<file path="config.mk">
export PLATFORM = sky130hd
export DESIGN_NAME = uart_cmd_parser
export DESIGN_NICKNAME = d
export VERILOG_FILES = /design/src/rtl/corr_uart_pkg.sv /design/src/rtl/uart_gap_timer.sv /design/src/rtl/uart_cmd_parser.sv
export SDC_FILE = /design/constraint.sdc
export NUM_CORES = 1
export LEC_CHECK = 0
export ABC_AREA = 1
export BUFFER_PORTS_ARGS = -buffer_cell sky130_fd_sc_hd__buf_2
export CAP_MARGIN = 10
export CORE_MARGIN = 1.5
export CORE_UTILIZATION = 50
export CTS_CLUSTER_SIZE = 12
export DETAILED_ROUTE_END_ITERATION = 7
export PLACE_DENSITY = 0.7
export SLEW_MARGIN = 20
export SYNTH_ARGS = -nofsm -noshare
export SYNTH_HDL_FRONTEND = slang
export SYNTH_SLANG_ARGS = --single-unit
</file>
<file path="constraint.sdc">
create_clock -name clk -period 5.44 [get_ports clk]
set_clock_uncertainty 0.15 [all_clocks]
set_input_delay 1.088 -clock clk [delete_from_list [all_inputs] [get_ports clk]]
set_output_delay 1.088 -clock clk [all_outputs]
set_load 0.05 [all_outputs]
</file>
<file path="src/rtl/corr_uart_pkg.sv">
// Shared types and constants for the correlator UART command path.
// Latency: n/a (declarations only). Backpressure: n/a.
package corr_uart_pkg;

   typedef enum logic [1:0] {
      ST_IDLE = 2'd0,
      ST_ADDR = 2'd1,
      ST_DATA = 2'd2,
      ST_CHK  = 2'd3
   } state_t;

   localparam logic [7:0] DEFAULT_SYNC_BYTE = 8'hA5;

   // SYNC + ADDR + CHK around the data payload
   localparam int FRAME_OVERHEAD = 3;

   function automatic int frame_len(input int data_bytes);
      return data_bytes + FRAME_OVERHEAD;
   endfunction

endpackage

</file>
<file path="src/rtl/uart_gap_timer.sv">
// Inter-byte gap timer: counts while enabled, flags expiry at TIMEOUT-1.
// Latency: expire is combinational from the count. Backpressure: none.
module uart_gap_timer #(
   parameter int TIMEOUT = 1024
) (
   input  logic clk,
   input  logic rst,
   input  logic clear,
   input  logic en,
   output logic expire
);

   localparam int TW = (TIMEOUT > 2) ? $clog2(TIMEOUT) : 1;
   localparam logic [TW-1:0] LAST = TW'(TIMEOUT - 1);

   logic [TW-1:0] cnt;

   always_ff @(posedge clk or posedge rst) begin
      if (rst) begin
         cnt <= '0;
      end else if (clear) begin
         cnt <= '0;
      end else if (en && cnt != LAST) begin
         cnt <= cnt + TW'(1);
      end
   end

   // clear has priority so a byte landing on the expiry cycle always wins
   assign expire = en && !clear && (cnt == LAST);

endmodule

</file>
<file path="src/rtl/uart_cmd_parser.sv">
// Assembles SYNC/ADDR/DATA/CHK byte frames into register writes; errors on bad chk or gap.
// Latency: wr_en/cmd_err one cycle after the CHK byte strobe. Backpressure: none, one byte per cycle.
module uart_cmd_parser
   import corr_uart_pkg::*;
#(
   parameter int         DATA_BYTES = 4,
   parameter logic [7:0] SYNC_BYTE  = DEFAULT_SYNC_BYTE,
   parameter int         TIMEOUT    = 1024
) (
   input  logic                    clk,
   input  logic                    rst,
   input  logic [7:0]              din,
   input  logic                    din_valid,
   output logic                    wr_en,
   output logic [7:0]              wr_addr,
   output logic [8*DATA_BYTES-1:0] wr_data,
   output logic                    cmd_err,
   output logic                    busy
);

   localparam int DW = 8 * DATA_BYTES;
   localparam int CW = $clog2(DATA_BYTES) + 1;
   localparam logic [CW-1:0] LAST_CNT = CW'(DATA_BYTES - 1);

   state_t          state, state_nxt;
   logic [7:0]      addr_sh, addr_sh_nxt;
   logic [DW-1:0]   data_sh, data_sh_nxt;
   logic [7:0]      chk, chk_nxt;
   logic [CW-1:0]   byte_cnt, byte_cnt_nxt;
   logic [7:0]      wr_addr_nxt;
   logic [DW-1:0]   wr_data_nxt;
   logic            wr_en_nxt, cmd_err_nxt;
   logic            gap_expire;

   uart_gap_timer #(
      .TIMEOUT (TIMEOUT)
   ) u_gap_timer (
      .clk    (clk),
      .rst    (rst),
      .clear  (state == ST_IDLE || din_valid),
      .en     (state != ST_IDLE),
      .expire (gap_expire)
   );

   always_ff @(posedge clk or posedge rst) begin
      if (rst) begin
         state    <= ST_IDLE;
         addr_sh  <= '0;
         data_sh  <= '0;
         chk      <= '0;
         byte_cnt <= '0;
         wr_addr  <= '0;
         wr_data  <= '0;
         wr_en    <= 1'b0;
         cmd_err  <= 1'b0;
      end else begin
         state    <= state_nxt;
         addr_sh  <= addr_sh_nxt;
         data_sh  <= data_sh_nxt;
         chk      <= chk_nxt;
         byte_cnt <= byte_cnt_nxt;
         wr_addr  <= wr_addr_nxt;
         wr_data  <= wr_data_nxt;
         wr_en    <= wr_en_nxt;
         cmd_err  <= cmd_err_nxt;
      end
   end

   always_comb begin
      state_nxt    = state;
      addr_sh_nxt  = addr_sh;
      data_sh_nxt  = data_sh;
      chk_nxt      = chk;
      byte_cnt_nxt = byte_cnt;
      wr_addr_nxt  = wr_addr;
      wr_data_nxt  = wr_data;
      wr_en_nxt    = 1'b0;
      cmd_err_nxt  = 1'b0;

      unique case (state)
         ST_IDLE: begin
            if (din_valid && din == SYNC_BYTE) state_nxt = ST_ADDR;
         end
         ST_ADDR: begin
            if (din_valid) begin
               addr_sh_nxt  = din;
               chk_nxt      = din;
               byte_cnt_nxt = '0;
               state_nxt    = ST_DATA;
            end
         end
         ST_DATA: begin
            if (din_valid) begin
               data_sh_nxt  = (data_sh << 8) | DW'(din);
               chk_nxt      = chk ^ din;
               byte_cnt_nxt = byte_cnt + CW'(1);
               if (byte_cnt == LAST_CNT) state_nxt = ST_CHK;
            end
         end
         ST_CHK: begin
            if (din_valid) begin
               if (din == chk) begin
                  wr_en_nxt   = 1'b1;
                  wr_addr_nxt = addr_sh;
                  wr_data_nxt = data_sh;
               end else begin
                  cmd_err_nxt = 1'b1;
               end
               state_nxt = ST_IDLE;
            end
         end
         default: state_nxt = ST_IDLE;
      endcase

      // expiry is already masked by din_valid inside the timer
      if (gap_expire) begin
         cmd_err_nxt = 1'b1;
         state_nxt   = ST_IDLE;
      end
   end

   assign busy = (state != ST_IDLE);

endmodule

</file>
==> results.toml, run 1 <==
[status]
outcome = "complete, no violations"

[clocking]
clk_latency_ps = 360
ctsResizeCount = 0
cts-root-buf = "clkbuf_8"
cts-hold-fix-buffers = 0
cts_made_buffers = 9
cts_sinks = 105
post_cts_buffers = 0
clock_path_buffers = 2
cts_tree = "yes"
path_clk_slew_ps = 90
h-tree-depth = 3

[yosys]
synth.most_common_cell = "nand2_1"
async_reset_ff_share_pct = 100
synth_fa_ha_area_share_pct = 1.93
synth.avg_cell_area_um2 = 9.07
synthTopCellsByArea = "dfrtp_1 58%, nand2_1 15%, nand4_1 5.7%"
synth_ff_type = "dfrtp_1"
yosysUniqueCellTypes = 28
synth-xor-area-share_pct = 2.51
synth_top_family_by_area = "simple AND/OR/NAND/NOR gates"
synth_cells = 500
ys_seq_area_share_pct = 57.9
synthMuxAreaShare_pct = 0.248
synth_compound_area_share_pct = 6.54
synth-seq-cells = 105
synth_area_leader_cell = "dfrtp_1"
synth_edf_count = 0
synthesis.area_mm2 = 0.00454
synth.top_cell.area_share_pct = 57.9
syn-num-nets = 518
synth-warning-count = 0
yosys-top-cells-count = "176 x nand2_1, 105 x dfrtp_1, 41 x nand4_1, 40 x o21ai_0, 30 x inv_1"
synth_simple_gate_area_share_pct = 24.5

[worst_hold_path]
min_to = "wr_data[16]"
min_from = "wr_data[16]"
holdCritPathClass = "reg2reg"
holdPathStages = 2

[global_routing]
grt_pass1_wl_um = 15700
gr-usage-all-layers_pct = 20.2
grt_overflow = 0
antenna_found_initial = 0
grt_start_max_net_pins = 62
grt_pass1_vias = 3303

[cells_and_area]
areaGrowthSynthToFinish_pct = 10.9
fillers = 804
drive_gt1_share_pct = 15.0
n_antenna_cell = 0
final_cells = 654
nNetsFinal = 559

[setup_path]
worstSetupPathType = "in2reg"
cp_max_fo = 42
arrival_ps = 3180
endpoint_kind = "flip-flop"
startpoint_type = "input pin"
r2r-start = "chk[5]"
critical_path_required_ps = 5540
r2r_slack_ps = 2800
rr_worst_depth = 6
r2r-end = "wr_data[13]"

[route]
vias_per_cell = 5.32
wl_per_cell_um = 14.2
ant_nets = 0
first_iter_violations = 212
drt_wl_total_um = 9270
vias = 3481
route.detailed.drc = 0
firstDrtPassIters = 4

[timing]
setup_viol = 0
maxSlewHeadroom_pct = 36.2
period_needed_ps = 3090
hold_viol = 0
worstMarginPinSlew_ps = 954
fin_tns_setup_ps = 0
period_share_pct = 56.7
rsz0062_at_grt = "false"
slew_violations = 0
fmax_mhz = 324

[floorplanning]
fp.dieH_um = 98.3
ios = 54
start_util_pct = 51.8
rows = 34
dieArea_mm2 = 0.00965
coreArea_mm2 = 0.00876
die_w_um = 98.3

[power_and_ir_drop]
power_leakage_nw = 2.70
powerDensity_mw_per_mm2 = 454
ir_worst_vdd_mv = 0.315

[place]
gp_congestion = 0.833
dp_hpwl_um = 6210
place_inst = 638
port_buffers = 53

[flow_run]
cap_violations = 0
## area by class of cell
| cell class | count | area [µm²] | area share, % |
|---|---|---|---|
| Sequential cell | 105 | 2630 | 52.2 |
| Inverter | 34 | 130 | 2.59 |
| Clock buffer | 11 | 141 | 2.81 |
| Clock inverter | 5 | 78.8 | 1.57 |
| Tap cell | 108 | 135 | 2.69 |
| Multi-Input combinational cell | 334 | 1620 | 32.3 |
| Timing Repair Buffer | 57 | 295 | 5.87 |
## power breakdown
group | internal, W | switching [W]
combinational | 0.000197 | 0.000438
sequential | 0.000986 | 0.000137
clock | 0.000271 | 0.000256
total | 0.00145 | 0.000832
## through the flow
step / power [W] / hold WS [ps] / utilization, % / worst slack, ps / instance area, µm²
4_1_cts: 0.00230 / 328 / 57.4 / 2380 / 5030
3_3_place_gp: 0.00175 / 301 / 54.9 / 2080 / 4810
5_1_grt: 0.00244 / 339 / 57.4 / 2040 / 5030
6_report: 0.00229 / 319 / 57.4 / 2350 / 5030
2_1_floorplan: 0.00162 / 296 / - / 1440 / 4540
3_5_place_dp: 0.00177 / 305 / 54.9 / 2000 / 4810
## cell families (layout without fill, tap and decap cells)
logic type,after synthesis,after routing
AOI/OAI and AO/OA,57,57
xor gates and xnor gates,13,13
muxes,1,1
adders and majority gates,7,7
and+or+nand+nor,256,256
DFF,105,105
buffers and inverters,61,107
## how the worst max path moves through the flow
| stage | startpoint | endpoint | cells past startpoint |
|---|---|---|---|
| floorplan | rst | addr_sh[0] | 1 |
| global placement | din[5] | wr_addr[7] | 7 |
| detailed placement | din[5] | wr_data[24] | 7 |
| CTS | din[5] | wr_data[24] | 7 |
| global route | din[4] | wr_data[11] | 7 |
| finish | din[5] | wr_data[13] | 7 |
## metal layers
layer | part of all wire [%] | vias to the layer above | global-route usage, %
met3 | 4.1 | 8 | 3.29
met2 | 49 | 91 | 31.2
met1 | 46 | 1671 | 28.7
met5 | 0 | - | 0
met4 | 0.92 | 0 | 8.56
li1 | - | 1711 | -
## worst max-delay path, stage by stage
cell	delay [ps]
buf_2	120
xnor2_1	210
nand2_1	130
nor2_4	730
nand3_4	600
nand2_1	200
nand2_1	70
## registers in the layout, summed over array words and instances, names as in the netlist
signal / count
wr_addr: 8
cmd_err: 1
addr_sh: 8
wr_data: 32
wr_en: 1
state: 2
u_gap_timer.cnt: 10
data_sh: 32
chk: 8
byte_cnt: 3
## cells in the final DEF, fill, tap and decap left out, types with 3 or more instances in the layout
| cell | synthesis | routed |
|---|---|---|
| inv_2 | 3 | 3 |
| nand3_1 | 12 | 12 |
| a31oi_1 | 5 | 5 |
| nand2_1 | 176 | 176 |
| xor2_1 | 5 | 5 |
| xnor2_1 | 8 | 8 |
| nor2_1 | 20 | 20 |
| buf_4 | 4 | 4 |
| nand4_1 | 41 | 41 |
| clkbuf_8 | 0 | 10 |
| o21ai_0 | 40 | 40 |
| dfrtp_1 | 105 | 105 |
| ha_1 | 7 | 7 |
| a21oi_1 | 8 | 8 |
| inv_1 | 30 | 29 |
| buf_2 | 10 | 53 |
No activity file was read; power rests on OpenSTA's default activity.
==> run 2, diff against run 1 <==
Clock period 5.44 ns to 3.1 ns, I/O delays scaled along.
==> results.toml, run 2 (same netlist as run 1, synthesis figures left out) <==
[route]
drt_wl_total_um = 9180
wl_per_cell_um = 14.0
vias_per_cell = 5.20
first_iter_violations = 153
firstDrtPassIters = 4
route.detailed.drc = 0
vias = 3413
ant_nets = 0

[cells_and_area]
layout_common_cells = "176 x nand2_1, 105 x dfrtp_1, 53 x buf_2"
reg_top3 = "data_sh: 32 flops, wr_data: 32 flops, u_gap_timer.cnt: 10 flops"
fillers = 794
n_antenna_cell = 0
areaGrowthSynthToFinish_pct = 10.1
final_util_pct = 57.0
nNetsFinal = 561
final_common_cell = "nand2_1"
seq_area_mm2 = 0.00263
multi_input_area_mm2 = 0.00162
final_cells = 656
drive_gt1_share_pct = 14.8

[global_routing]
grt_pass1_wl_um = 15400
gr-usage-all-layers_pct = 19.9
grt_start_max_net_pins = 51
antenna_found_initial = 0
grt_overflow = 0
grt_pass1_vias = 3207

[clocking]
cts_sinks = 105
cts_tree = "yes"
clk_latency_ps = 360
ctsResizeCount = 0
post_cts_buffers = 0
cts_made_buffers = 9
h-tree-depth = 3
path_clk_slew_ps = 90
cts-hold-fix-buffers = 0
clock_path_buffers = 2
cts-root-buf = "clkbuf_8"

[setup_path]
cp_max_fo = 4
crit_cells = 4
r2r-end = "chk[3]"
path_cells = "inv_1 > ha_1 > inv_1 > buf_2"
worst_path_max_delay_cell = "dfrtp_1"
rr_worst_depth = 7
arrival_ps = 1430
r2r-start = "state[1]"
critical_path_required_ps = 2330
path_common_cell = "inv_1"
startpoint_type = "flip-flop"
critPathMaxStageDelay_ps = 410
r2r_slack_ps = 960
critPathBufInv = 3
cp_top_family = "buffers and inverters"
endpoint_kind = "primary output"
worstSetupPathType = "reg2out"

[timing]
period_needed_ps = 2200
maxSlewHeadroom_pct = 45.2
rsz0062_at_grt = "false"
slew_violations = 0
fmax_mhz = 455
worstMarginPinSlew_ps = 822
period_share_pct = 70.9
hold_viol = 0
setup_viol = 0
fin_tns_setup_ps = 0

[power_and_ir_drop]
powerDensity_mw_per_mm2 = 766
finalPower_w = 0.00383
ir_worst_vdd_mv = 0.505
power_leakage_nw = 2.68

[place]
port_buffers = 53
place_inst = 640
dp_hpwl_um = 6320
gp_congestion = 0.818

[floorplanning]
coreArea_mm2 = 0.00876
ios = 54
dieArea_mm2 = 0.00965
start_util_pct = 51.8
rows = 34
die_w_um = 98.3
fp.dieH_um = 98.3

[worst_hold_path]
holdCritPathClass = "in2async"

[flow_run]
cap_violations = 0

[status]
outcome = "complete, no violations"
==> run 2: report_power, final <==
| part | internal [W] | leakage [nW] | switching [W] |
|---|---|---|---|
| combinational | 0.000352 | 1.22 | 0.000762 |
| sequential | 0.00173 | 1.38 | 0.000254 |
| clock | 0.000292 | 0.0774 | 0.000438 |
| total | 0.00237 | 2.68 | 0.00145 |
==> run 2: how the worst max path moves through the flow <==
stage | from | end | slack (ps)
final | state[0] | busy | 900
after global routing | state[0] | data_sh[8] | 730
after CTS | state[0] | busy | 890
after detailed placement | din_valid | wr_data[25] | 800
after global placement | din_valid | wr_addr[3] | 860
after floorplan | rst | addr_sh[0] | 1070
==> run 2: routing by layer <==
metal  global-route usage, %  up-vias  share of wire [%]  wire [µm]
li1                        -     1725                  -          -
met1                    27.6     1600                 48       4410
met2                    32.0       75                 47       4280
met3                    2.86       13                3.4        308
met4                    7.37        0                1.9        175
met5                       0        -                  0          0
==> run 2: cell type report <==
class / instances / share of cell area, %
multi-input cells: 334 / 32.5
clock buffers: 13 / 2.78
well taps: 108 / 2.70
clock inverters: 3 / 0.351
flip-flops and latches: 105 / 52.6
inverters: 34 / 2.63
repair buffers: 59 / 6.46
==> run 2: metrics by stage <==
step / hold slack (ps) / area [µm²] / setup WS [ps]
6_report: 233 / 5000 / 902
5_1_grt: 289 / 5000 / 728
4_1_cts: 242 / 5000 / 889
3_5_place_dp: 303 / 4840 / 797
3_3_place_gp: 300 / 4840 / 864
2_1_floorplan: 296 / 4540 / 1070
